$ cat config.mk
export PLATFORM = sky130hd
export DESIGN_NAME = chan_scan_mux
export DESIGN_NICKNAME = d
export VERILOG_FILES = /design/src/rtl/tx_pkg.sv /design/src/rtl/chan_pick.sv /design/src/rtl/chan_scan_mux.sv
export SDC_FILE = /design/constraint.sdc
export NUM_CORES = 1
export LEC_CHECK = 0
export CAP_MARGIN = 20
export CORE_ASPECT_RATIO = 1.25
export CORE_MARGIN = 3
export CORE_UTILIZATION = 46
export CTS_CLUSTER_SIZE = 30
export DETAILED_ROUTE_END_ITERATION = 7
export PLACE_DENSITY_LB_ADDON = 0.3
export SYNTH_ARGS = -nofsm -noshare
export SYNTH_HDL_FRONTEND = slang
export SYNTH_SLANG_ARGS = --single-unit
$ cat constraint.sdc
create_clock -name clk -period 3.1 [get_ports clk]
set_input_delay 0.31 -clock clk [delete_from_list [all_inputs] [get_ports clk]]
set_output_delay 0.31 -clock clk [all_outputs]
set_load 0.03 [all_outputs]
$ cat src/rtl/tx_pkg.sv
// Shared transmitter-datapath definitions: mode encodings, scan FSM states
// and a channel slice helper for packed multi-channel buses.
package tx_pkg;

  localparam logic MODE_MANUAL = 1'b0;
  localparam logic MODE_SCAN   = 1'b1;

  // Widest packed bus the slice helper handles; callers zero-extend into it.
  localparam int SLICE_MAXD = 1024;

  typedef enum logic {
    IDLE = 1'b0,
    SCAN = 1'b1
  } state_e;

  // Channel k (1-based) shifted down to bit 0; callers truncate to W bits.
  function automatic logic [SLICE_MAXD-1:0] slice(input logic [SLICE_MAXD-1:0] data,
                                                  input int k, input int w);
    return (k < 1) ? '0 : (data >> ((k - 1) * w));
  endfunction

endpackage

$ cat src/rtl/chan_pick.sv
// Finds the lowest enabled channel strictly above cur_i (0 = none) and flags
// whether it is the highest enabled channel in the mask.
module chan_pick #(
  parameter int NCH = 3,
  parameter int CW  = $clog2(NCH + 1)
) (
  input  logic [NCH-1:0] mask_i,
  input  logic [CW-1:0]  cur_i,
  output logic [CW-1:0]  nxt_o,
  output logic           is_last_o
);

  always_comb begin
    nxt_o     = '0;
    is_last_o = 1'b1;
    // Descending walk so the last hit is the lowest qualifying channel.
    for (int i = NCH; i >= 1; i--) begin
      if (mask_i[i-1] && (CW'(i) > cur_i)) nxt_o = CW'(i);
    end
    for (int i = 1; i <= NCH; i++) begin
      if (mask_i[i-1] && (CW'(i) > nxt_o)) is_last_o = 1'b0;
    end
  end

endmodule

$ cat src/rtl/chan_scan_mux.sv
// Channel multiplexer with a manual per-cycle select mode and a scan mode that
// emits every enabled channel of a start-time snapshot as one framed burst.
module chan_scan_mux
  import tx_pkg::*;
#(
  parameter int NCH = 3,
  parameter int W   = 8,
  parameter int CW  = $clog2(NCH + 1)
) (
  input  logic             clk,
  input  logic             rst,
  input  logic             mode,
  input  logic [CW-1:0]    channel,
  input  logic [NCH-1:0]   chan_en,
  input  logic             start,
  input  logic [NCH*W-1:0] input_data,
  output logic [W-1:0]     out_data,
  output logic [CW-1:0]    out_chan,
  output logic             out_valid,
  input  logic             out_ready,
  output logic             out_last,
  output logic             busy
);

  state_e             state_q, state_d;
  logic [W-1:0]       data_q, data_d;
  logic [CW-1:0]      chan_q, chan_d;
  logic               valid_q, valid_d;
  logic               last_q, last_d;
  logic               busy_q, busy_d;
  logic [NCH*W-1:0]   snap_q, snap_d;
  logic [NCH-1:0]     mask_q, mask_d;

  logic [CW-1:0]      first_idx, next_idx;
  logic               first_last, next_last;
  logic [W-1:0]       man_sl, first_sl, next_sl;
  logic               free, xfer, chan_ok, start_ok, take_start;

  chan_pick #(.NCH(NCH), .CW(CW)) u_first (
    .mask_i(chan_en), .cur_i({CW{1'b0}}), .nxt_o(first_idx), .is_last_o(first_last)
  );

  chan_pick #(.NCH(NCH), .CW(CW)) u_next (
    .mask_i(mask_q), .cur_i(chan_q), .nxt_o(next_idx), .is_last_o(next_last)
  );

  assign man_sl   = W'(slice(SLICE_MAXD'(input_data), int'(channel), W));
  assign first_sl = W'(slice(SLICE_MAXD'(input_data), int'(first_idx), W));
  assign next_sl  = W'(slice(SLICE_MAXD'(snap_q), int'(next_idx), W));

  assign free     = !valid_q || out_ready;
  assign xfer     = valid_q && out_ready;
  assign chan_ok  = (channel != '0) && (channel <= CW'(NCH));
  assign start_ok = (mode == MODE_SCAN) && start && (|chan_en);
  // A start is taken from IDLE when free, or on the last-beat transfer of a frame.
  assign take_start = start_ok && (((state_q == IDLE) && free) ||
                                   ((state_q == SCAN) && xfer && last_q));

  always_comb begin
    state_d = state_q;
    data_d  = data_q;
    chan_d  = chan_q;
    valid_d = valid_q;
    last_d  = last_q;
    busy_d  = busy_q;
    snap_d  = snap_q;
    mask_d  = mask_q;
    case (state_q)
      IDLE: begin
        if (free && (mode == MODE_MANUAL)) begin
          data_d  = chan_ok ? man_sl : '0;
          chan_d  = chan_ok ? channel : '0;
          valid_d = chan_ok;
          last_d  = chan_ok;
        end else if (free) begin
          data_d  = '0;
          chan_d  = '0;
          valid_d = 1'b0;
          last_d  = 1'b0;
        end
      end
      SCAN: begin
        if (xfer && last_q) begin
          state_d = IDLE;
          busy_d  = 1'b0;
          data_d  = '0;
          chan_d  = '0;
          valid_d = 1'b0;
          last_d  = 1'b0;
        end else if (xfer) begin
          data_d = next_sl;
          chan_d = next_idx;
          last_d = next_last;
        end
      end
      default: state_d = IDLE;
    endcase
    if (take_start) begin
      state_d = SCAN;
      snap_d  = input_data;
      mask_d  = chan_en;
      busy_d  = 1'b1;
      data_d  = first_sl;
      chan_d  = first_idx;
      valid_d = 1'b1;
      last_d  = first_last;
    end
  end

  always_ff @(posedge clk) begin
    if (rst) begin
      state_q <= IDLE;
      data_q  <= '0;
      chan_q  <= '0;
      valid_q <= 1'b0;
      last_q  <= 1'b0;
      busy_q  <= 1'b0;
      snap_q  <= '0;
      mask_q  <= '0;
    end else begin
      state_q <= state_d;
      data_q  <= data_d;
      chan_q  <= chan_d;
      valid_q <= valid_d;
      last_q  <= last_d;
      busy_q  <= busy_d;
      snap_q  <= snap_d;
      mask_q  <= mask_d;
    end
  end

  assign out_data  = data_q;
  assign out_chan  = chan_q;
  assign out_valid = valid_q;
  assign out_last  = last_q;
  assign busy      = busy_q;

endmodule

---- Word level (Yosys, flattened, before mapping) ----
Cells that the tools add are included.
W data, S select, Z words.
storage, ports and cells
  register bits ........................... 41
  bits in latches ......................... 0
  memory bits (writable) .................. 0
  memory bits (read-only) ................. 0
  input bits .............................. 34
  output and inout bits ................... 13
  word-level logic and storage cells ...... 104
  memories ................................ 0
cells by class
  add/subtract/negate cells ............... 3
  multipliers ............................. 0
  div/mod/pow operators ................... 0
  order comparisons ....................... 13
  equal/unequal tests ..................... 3
  shifts and indexed selects .............. 3
  mux-type cells .......................... 43
  bitwise operators ....................... 2
  reduce and logical (&&, ||, !) cells .... 29
operator list
  operator               number
  $shr A24 B32 Y8        3
  $mux W8                9
  $mux W2                12
  $logic_and A1 B1 Y1    19
  $mux W1                18
  $pmux W8 S2            1
  $gt A2 B2 Y1 const A   6
  $sub A2 B1 Y3 const B  3
  $gt A1 B2 Y1 const A   3
  $lt A2 B1 Y1 const B   3
  $reduce_and A2 Y1      3
  $reduce_bool A2 Y1     3
  $ne A4 B1 Y1 const B   1
  $ne A4 B3 Y1 const B   1
  $pmux W1 S2            2
  $pmux W2 S2            1
  $ne A3 B1 Y1 const B   1
  $reduce_or A3 Y1       1
  $le A2 B2 Y1 const B   1
  $logic_or A1 B1 Y1     2
  $not A1 Y1             2
  $logic_not A1 Y1       1

---- Longest topological paths before layout ----
Gate-level depths: netlist of the first run.
  depth in word-level cells ............... 14
  mapped depth ............................ 10
  gate-level depth less buffers ........... 9

---- Cells and area by module ----
Synthesis of the first run repeated with hierarchy kept, for this count alone.
unflattened totals
  cells, all modules ...................... 296
  area total of the unflattened synthesis .. 2,387.3 µm²
by module, submodules not included
  module         instances  cells an instance  area each (µm²)  sequential area each (µm²)
  chan_scan_mux  1          266                2,202.1          820.8
  chan_pick      2          15                 92.6             0.0

---- Worst setup path after synthesis of the first run ----
OpenSTA, ideal clock, no wires.
  path kind ............................... register to register
  from .................................... register chan_q[1] (netlist: out_chan[1])
  to ...................................... register data_q[7] (netlist: out_data[7])
  setup time .............................. 81 ps
  arrival ................................. 2,417 ps
  required time ........................... 3,019 ps
  path slack .............................. 602 ps
  stages on the path, launching flop included .. 10
  path buffers ............................ 2
  clock period less this slack ............ 2,498 ps
  path through ............................ dfxtp_1 > or3b_1 > o21ai_1 > buf_2 > inv_1 > ha_1 > clkbuf_1 > o22ai_1 > or4b_1 > o211ai_1
between the ends
  cells in the longest elaborated chain, start to end .. 12
  elaborated cells on any way between the ends .. 17
  those cells by class .................... add/sub (1); order compare (4); shift (1); mux (8); reduce/logical (3)
ends and longest elaborated chain
  element                 RTL line              source
  from (decl)             chan_scan_mux.sv:27   logic [CW-1:0] chan_q, chan_d;
  from (signal assigned)  chan_scan_mux.sv:123  chan_q <= chan_d;
  $gt A2 B2 Y1            chan_pick.sv:18       if (mask_i[i-1] && (CW'(i) > cur_i)) nxt_o = CW'(i);
  $logic_and A1 B1 Y1     chan_pick.sv:18
  $mux W2 (2 in a row)    chan_pick.sv:18
  $mux W2 *               chan_pick.sv:18
  $sub A2 B1 Y3           tx_pkg.sv:19          return (k < 1) ? '0 : (data >> ((k - 1) * w));
  $shr A24 B32 Y8         tx_pkg.sv:19
  $mux W8 *               tx_pkg.sv:19
  $mux W8 *               chan_scan_mux.sv:90   end else if (xfer) begin
  $mux W8 *               chan_scan_mux.sv:83   if (xfer && last_q) begin
  $pmux W8 S2 *           chan_scan_mux.sv:68   case (state_q)
  $mux W8 *               chan_scan_mux.sv:98   if (take_start) begin
  to (signal assigned)    chan_scan_mux.sv:122  data_q <= data_d;
  to (decl)               chan_scan_mux.sv:26   logic [W-1:0] data_q, data_d;
Mark *: on every way between the ends. The rest lies on a longest branch, timed or not. The select of a mux whose other input is x is not followed.
A chain may end at the register's enable or synchronous reset.

---- Worst setup path in the final report of the first run ----
  from .................................... register mask_q[2]
  to ...................................... register data_q[5] (netlist: out_data[5])
between the ends
  cells in the longest elaborated chain, start to end .. 11
  elaborated cells on any way between the ends .. 12
  those cells by class .................... add/sub (1); order compare (1); shift (1); mux (8); reduce/logical (1)
ends and longest elaborated chain
  element                 RTL line              source
  from (decl)             chan_scan_mux.sv:32   logic [NCH-1:0] mask_q, mask_d;
  from (signal assigned)  chan_scan_mux.sv:128  mask_q <= mask_d;
  $logic_and A1 B1 Y1 *   chan_pick.sv:18
  $mux W2 * (3 in a row)  chan_pick.sv:18
  $sub A2 B1 Y3           tx_pkg.sv:19
  $shr A24 B32 Y8         tx_pkg.sv:19
  $mux W8 *               tx_pkg.sv:19
  $mux W8 *               chan_scan_mux.sv:90
  $mux W8 *               chan_scan_mux.sv:83
  $pmux W8 S2 *           chan_scan_mux.sv:68
  $mux W8 *               chan_scan_mux.sv:98
Marks and branches as above.

==> out/qor.yml, run 1 <==
layout:
  fin_util_pct: 62.2
  antenna_cells: 0
  drive_gt1_share_pct: 7.33
  area_growth_pct: 26.6
  layout_common_cells: "46 x clkdlybuf4s50_1, 41 x nand2_1, 41 x dfxtp_1, 24 x mux2i_1, 22 x nor2_1"
  final_common_cell: "clkdlybuf4s50_1"
  nNetsFinal: 379
  n_fill_cell: 451
setup_path:
  critPathKind: "flop to flop"
  critical-path-slowest-cell: "ha_1"
  worstPathMaxFanout: 12
  setup.worst_path.end_class: "flop"
  cpMostUsedCell: "inv_1"
  slowest_delay_ps: 560
  arrival_ps: 3070
  crit_path_start_kind: "flop"
  worstPathRequired_ps: 3320
  cp_cell_sequence: "or3b_1 > o21ai_1 > buf_4 > inv_1 > ha_1 > inv_1 > nor2_2 > a21boi_0 > o211ai_1"
clocking:
  cts.path.max_buffers: 2
  cts_root_buf: "clkbuf_8"
  cts_made_buffers: 5
  cts_setup_buffers: 0
  clk_latency_ps: 300
  cts_hold_buf: 0
  path_clk_slew_ps: 70
  cts_sinks: 41
  htreeDepth: 2
  cts_resized: 0
  cts_tree: "built"
sta:
  fin_crit_sh_pct: 92.1
  final_hold_viol_count: 0
  setup_viol: 0
  worst_pin_slew_ps: 789
  rsz0062_at_grt: "no"
  skew_ps: 7.59
  period_minus_slack_ps: 2850
  relSlewSlack_pct: 47.1
  max_freq_ghz: 0.350
  tns_ps: 0
  drv_slew: 0
grt:
  grt_max_degree: 40
  overflow: 0
  grt_pass1_vias: 2359
  antenna_found_initial: 0
  grt_pass1_wl_mm: 11.2
  grt_usage_pct: 23.0
routing:
  antenna_left: 0
  drtPass1Iterations: 4
  via_count: 2421
  vias_per_cell: 6.04
  drt_iter0_markers: 227
  routedWlPerCell_um: 16.7
  remaining_drc_errors: 0
  wl_mm: 6.71
power:
  p_per_area_nw_per_um2: 453
  ir_drop_uv: 272
  power.leakage_nw: 1.08
floorplanning:
  die_y_um: 86.6
  coreArea_um2: 4870
  fp.dieArea_um2: 6100
  num_io_pins: 47
  start_util_pct: 49.1
  num_rows: 28
  dieWidth_um: 70.5
yosys:
  syn_avg_cell_area_um2: 8.11
  synth_area_um2: 2390
  yosysWarnings: 0
  ys_seq_area_share_pct: 34.3
  synth_nets: 334
  ys_seq_elements: 41
  synth_cell_types: 43
  syn_inst: 295
job:
  drv_cap: 0
placement:
  hpwl_mm: 4.73
  io_buffers: 46
  place_congestion: 0.830
status:
  outcome: "complete, no violations"
hold_path:
  hold_class: "flop to flop"
==> kinds of logic (layout without fill, tap and decap cells) <==
kind of cell,after synthesis,in the layout,synth area share [%]
mux,26,26,11.0
simple gates,100,100,19.6
flops,41,41,34.3
compound gates,92,92,26.6
fa+ha+maj,5,5,2.62
buf+inv,31,77,5.86
==> flip-flops by register name, summed over array words and instances, names as in the netlist <==
register,cells
out_last,1
out_valid,1
mask_q,3
state_q,1
out_chan,2
snap_q,24
out_data,8
busy,1
==> final cells by class <==
cell class              count  area [µm²]  share of cell area (%)
repair buffers             56         548                    18.1
clock buffers               7        96.3                    3.18
flip-flops and latches     41         821                    27.1
clock inverters             1        5.00                   0.165
multi-input cells         223        1430                    47.3
inverters                  13        48.8                    1.61
well taps                  60        75.1                    2.48
==> per-stage QoR <==
| stage | hold WS (ps) | std cells | area [µm²] | setup slack (ps) | total power, W |
|---|---|---|---|---|---|
| 4_1_cts | 455 | 401 | 3020 | 121 | 0.00137 |
| 5_1_grt | 473 | 401 | 3030 | 125 | 0.00144 |
| 2_1_floorplan | 431 | 295 | 2390 | 602 | 0.000829 |
| 3_3_place_gp | 439 | 393 | 2920 | 246 | 0.000980 |
| 3_5_place_dp | 444 | 393 | 2920 | 147 | 0.000986 |
| 6_report | 453 | 401 | 3030 | 246 | 0.00137 |
==> power breakdown <==
part           total [W]  switching (W)  internal (W)
Clock           0.000390       0.000189      0.000201
Combinational   0.000390       0.000224      0.000166
Sequential      0.000589      0.0000291      0.000560
Total            0.00137       0.000442      0.000928
==> critical path: cells and delay by family (launching register included) <==
family,cells,cell delay [ps]
DFF,1,400
adders and majority gates,1,560
AOI/OAI and AO/OA,3,440
and+or+nand+nor,2,800
buffers and inverters,3,570
==> final timing paths <==
| kind | cells after the start | start | slack, ps | endpoint |
|---|---|---|---|---|
| max reg2reg | 9 | mask_q[2] | 250 | out_data[5] |
| min | 2 | snap_q[5] | 450 | snap_q[5] |
| min reg2reg | 2 | snap_q[5] | 450 | snap_q[5] |
| max | 9 | mask_q[2] | 250 | out_data[5] |
==> layer usage <==
| layer | routed length [µm] | vias to the layer above | part of all wire [%] | track usage, % |
|---|---|---|---|---|
| met2 | 3320 | 108 | 50 | 39.3 |
| li1 | - | 1163 | - | - |
| met4 | 149 | 0 | 2.2 | 11.1 |
| met5 | 0 | - | 0 | 0 |
| met3 | 533 | 18 | 7.9 | 4.99 |
| met1 | 2710 | 1132 | 40 | 27.3 |
==> cells in the mapped netlist (all sizes together) <==
cell	instances	area (µm²)
dfxtp	41	821
nand2	42	160
nor2	23	86.3
a21boi	7	52.6
ha	5	62.6
nand2b	2	12.5
or3b	2	17.5
o211ai	10	75.1
nor3	6	30.0
mux2	2	22.5
or4b	1	10.0
nand3	10	50.1
nand3b	7	52.6
buf	9	57.6
inv	13	48.8
a2111oi	2	36.3
a2111o	1	11.3
a211o	1	8.76
a21o	1	7.51
a32o	1	10.0
a22oi	11	82.6
o21ai	20	100
nor2b	4	25.0
a31o	7	61.3
mux2i	24	240
or3	1	11.3
o221ai	7	61.3
o22ai	2	12.5
and2	1	6.26
a211oi	1	7.51
nor4	1	6.26
a21oi	19	95.1
a31oi	1	6.26
o32ai	1	8.76
clkbuf	9	33.8
(Power assumes the default switching activity.)
==> run 2, diff against run 1 <==
clock period = 2.9 ns   (was 3.1 ns; I/O delays follow)
==> run 2 against run 1 <==
Compared with the run above: clock-buffer cell count unchanged; fmax grew 17%; sequential cell count did not move; die area is the same; combinational power rose by 7.2%; non-clock buffer count rose by 3; routed wire length is 6.8% higher; utilization rose by 0.15 points; clock skew grew 2.6 ps; worst hold slack better by 2.0 ps; register-to-register slack better by 220 ps; first-iteration DRC count down 23%; critical path type unchanged; largest cell class unchanged; largest power group unchanged.
==> out/qor.yml, run 2 (synthesis gave the netlist of run 1 again) <==
power:
  finalPower_w: 0.00148  # was 0.00137 W
  ir_drop_uv: 305  # was 272 µV
  p_per_area_nw_per_um2: 487  # was 453 nW/µm²
  power.leakage_nw: 1.09  # was 1.08 nW
routing:
  drtPass1Iterations: 5  # was 4
  top_layer_used: "met4"  # unchanged
  via_count: 2500  # was 2421
  vias_per_cell: 6.19  # was 6.04
  remaining_drc_errors: 0  # unchanged
  wl_mm: 7.16  # was 6.71 mm
  drt_iter0_markers: 175  # was 227
  met2_length_mm: 3.51  # was 3.32 mm
  routedWlPerCell_um: 17.7  # was 16.7 µm
  wirelength_met1_mm: 2.94  # was 2.71 mm
  routed-wl-met3_um: 510  # was 533 µm
  antenna_left: 0  # unchanged
clocking:
  cts_sinks: 41  # unchanged
  cts_made_buffers: 5  # unchanged
  cts.path.max_buffers: 2  # unchanged
  path_clk_slew_ps: 80  # was 70 ps
  htreeDepth: 2  # unchanged
  cts_setup_buffers: 0  # unchanged
  cts_resized: 0  # unchanged
  clk_latency_ps: 300  # about the same
  cts_tree: "built"  # unchanged
  cts_hold_buf: 0  # unchanged
  cts_root_buf: "clkbuf_8"  # unchanged
sta:
  setup_viol: 0  # unchanged
  max_freq_ghz: 0.411  # was 0.350 GHz
  skew_ps: 10.2  # was 7.59 ps
  period_minus_slack_ps: 2440  # was 2850 ps
  relSlewSlack_pct: 41.9  # was 47.1%
  fin_crit_sh_pct: 84.0  # was 92.1%
  worst_pin_slew_ps: 868  # was 789 ps
  rsz0062_at_grt: "no"  # unchanged
  final_hold_viol_count: 0  # unchanged
  drv_slew: 0  # unchanged
  tns_ps: 0  # unchanged
setup_path:
  critPathKind: "flop to flop"  # unchanged
  critical-path-slowest-cell: "ha_1"  # unchanged
  ff2ff_setup_slack_ps: 460  # was 250 ps
  r2r-end: "out_data[0]"  # was out_data[5]
  slowest_delay_ps: 520  # was 560 ps
  crit_path_start_kind: "flop"  # unchanged
  cp_cell_sequence: "or3b_1 > o21ai_1 > inv_1 > ha_1 > inv_1 > nor2_1 > a21boi_0 > o211ai_1"  # was or3b_1 > o21ai_1 > buf_4 > inv_1 > ha_1 > inv_1 > nor2_2 > a21boi_0 > o211ai_1
  arrival_ps: 2660  # was 3070 ps
  worstPathMaxFanout: 11  # was 12
  worstPathRequired_ps: 3120  # was 3320 ps
  rr_worst_depth: 8  # was 9
  r2r-start: "mask_q[2]"  # unchanged
  cpMostUsedCell: "inv_1"  # unchanged
  setup.worst_path.end_class: "flop"  # unchanged
floorplanning:
  die_y_um: 86.6  # unchanged
  coreArea_um2: 4870  # unchanged
  fp.dieArea_um2: 6100  # unchanged
  start_util_pct: 49.1  # unchanged
  num_rows: 28  # unchanged
  dieWidth_um: 70.5  # unchanged
  num_io_pins: 47  # unchanged
job:
  drv_cap: 0  # unchanged
layout:
  largest-register: "snap_q"  # unchanged
  multiInputGateArea_um2: 1430  # about the same
  area.sequential_um2: 821  # unchanged
  area_growth_pct: 26.9  # was 26.6%
  final_common_cell: "clkdlybuf4s50_1"  # unchanged
  layout_common_cells: "46 x clkdlybuf4s50_1, 41 x nand2_1, 41 x dfxtp_1, 24 x mux2i_1, 23 x nor2_1"  # was 46 x clkdlybuf4s50_1, 41 x nand2_1, 41 x dfxtp_1, 24 x mux2i_1, 22 x nor2_1
  nNetsFinal: 382  # was 379
  drive_gt1_share_pct: 7.85  # was 7.33%
  antenna_cells: 0  # unchanged
  fin_area_um2: 3030  # about the same
  largest_reg_flops: 24  # unchanged
  n_fill_cell: 443  # was 451
placement:
  place_area_um2: 2930  # was 2920 µm²
  hpwl_mm: 5.09  # was 4.73 mm
  place_congestion: 0.839  # was 0.830
  io_buffers: 46  # unchanged
status:
  outcome: "complete, no violations"  # unchanged
hold_path:
  hold_end: "snap_q[7]"  # was snap_q[5]
  hp-start: "snap_q[7]"  # was snap_q[5]
  hold_class: "flop to flop"  # unchanged
  hold_depth: 2  # unchanged
grt:
  overflow: 0  # unchanged
  grt_pass1_wl_mm: 11.5  # was 11.2 mm
  grt_max_degree: 24  # was 40
  grt_usage_pct: 23.8  # was 23.0%
  grt_pass1_vias: 2359  # unchanged
  antenna_found_initial: 0  # unchanged
run 2: changes by cell type in the layout (fill, tap and decap cells not counted), sizes merged:
cell / change
buf: +3
run 2: worst max-delay path by stage:
| stage | startpoint | endpoint | slack [ps] |
|---|---|---|---|
| 6_report | mask_q[2] | out_data[0] | 460 |
| 3_5_place_dp | channel[0] | out_data[7] | 340 |
| 4_1_cts | mask_q[2] | out_data[0] | 470 |
| 5_1_grt | mask_q[2] | out_data[6] | 220 |
| 2_1_floorplan | out_chan[1] | out_data[7] | 400 |
| 3_3_place_gp | channel[0] | out_data[7] | 340 |
run 2: cell type report:
type                            count  share of cell area [%]
Clock buffer                        7                    3.18
Multi-Input combinational cell    223                    47.1
Clock inverter                      1                   0.165
Tap cell                           60                    2.47
Inverter                           13                    1.61
Sequential cell                    41                    27.1
Timing Repair Buffer               59                    18.4
run 2: worst max-delay path, delay by kind of cell (launching register included):
family | cells | cell delay (ps)
buffers and inverters | 2 | 170
adder cells (fa/ha/maj) | 1 | 520
flip-flops | 1 | 410
AO/OA/AOI/OAI | 3 | 470
AND/OR/NAND/NOR | 2 | 800
run 2: stage by stage:
stage / setup slack, ps / util (%) / hold WS [ps] / cells
3_3_place_gp: 339 / 60.2 / 441 / 396
3_5_place_dp: 336 / 60.2 / 442 / 396
2_1_floorplan: 402 / - / 426 / 295
6_report: 465 / 62.3 / 455 / 404
5_1_grt: 217 / 62.3 / 474 / 404
4_1_cts: 467 / 62.3 / 452 / 404
run 2: layer usage:
| metal | up-vias | track usage (%) |
|---|---|---|
| met5 | - | 0 |
| met4 | 0 | 10.8 |
| met3 | 25 | 3.02 |
| met2 | 128 | 42.0 |
| met1 | 1181 | 28.5 |
| li1 | 1166 | - |
run 2: where the power goes:
group	internal [W]	switching (W)	total (W)
registers	0.000599	0.0000337	0.000633
clock network	0.000216	0.000211	0.000426
logic	0.000179	0.000239	0.000418
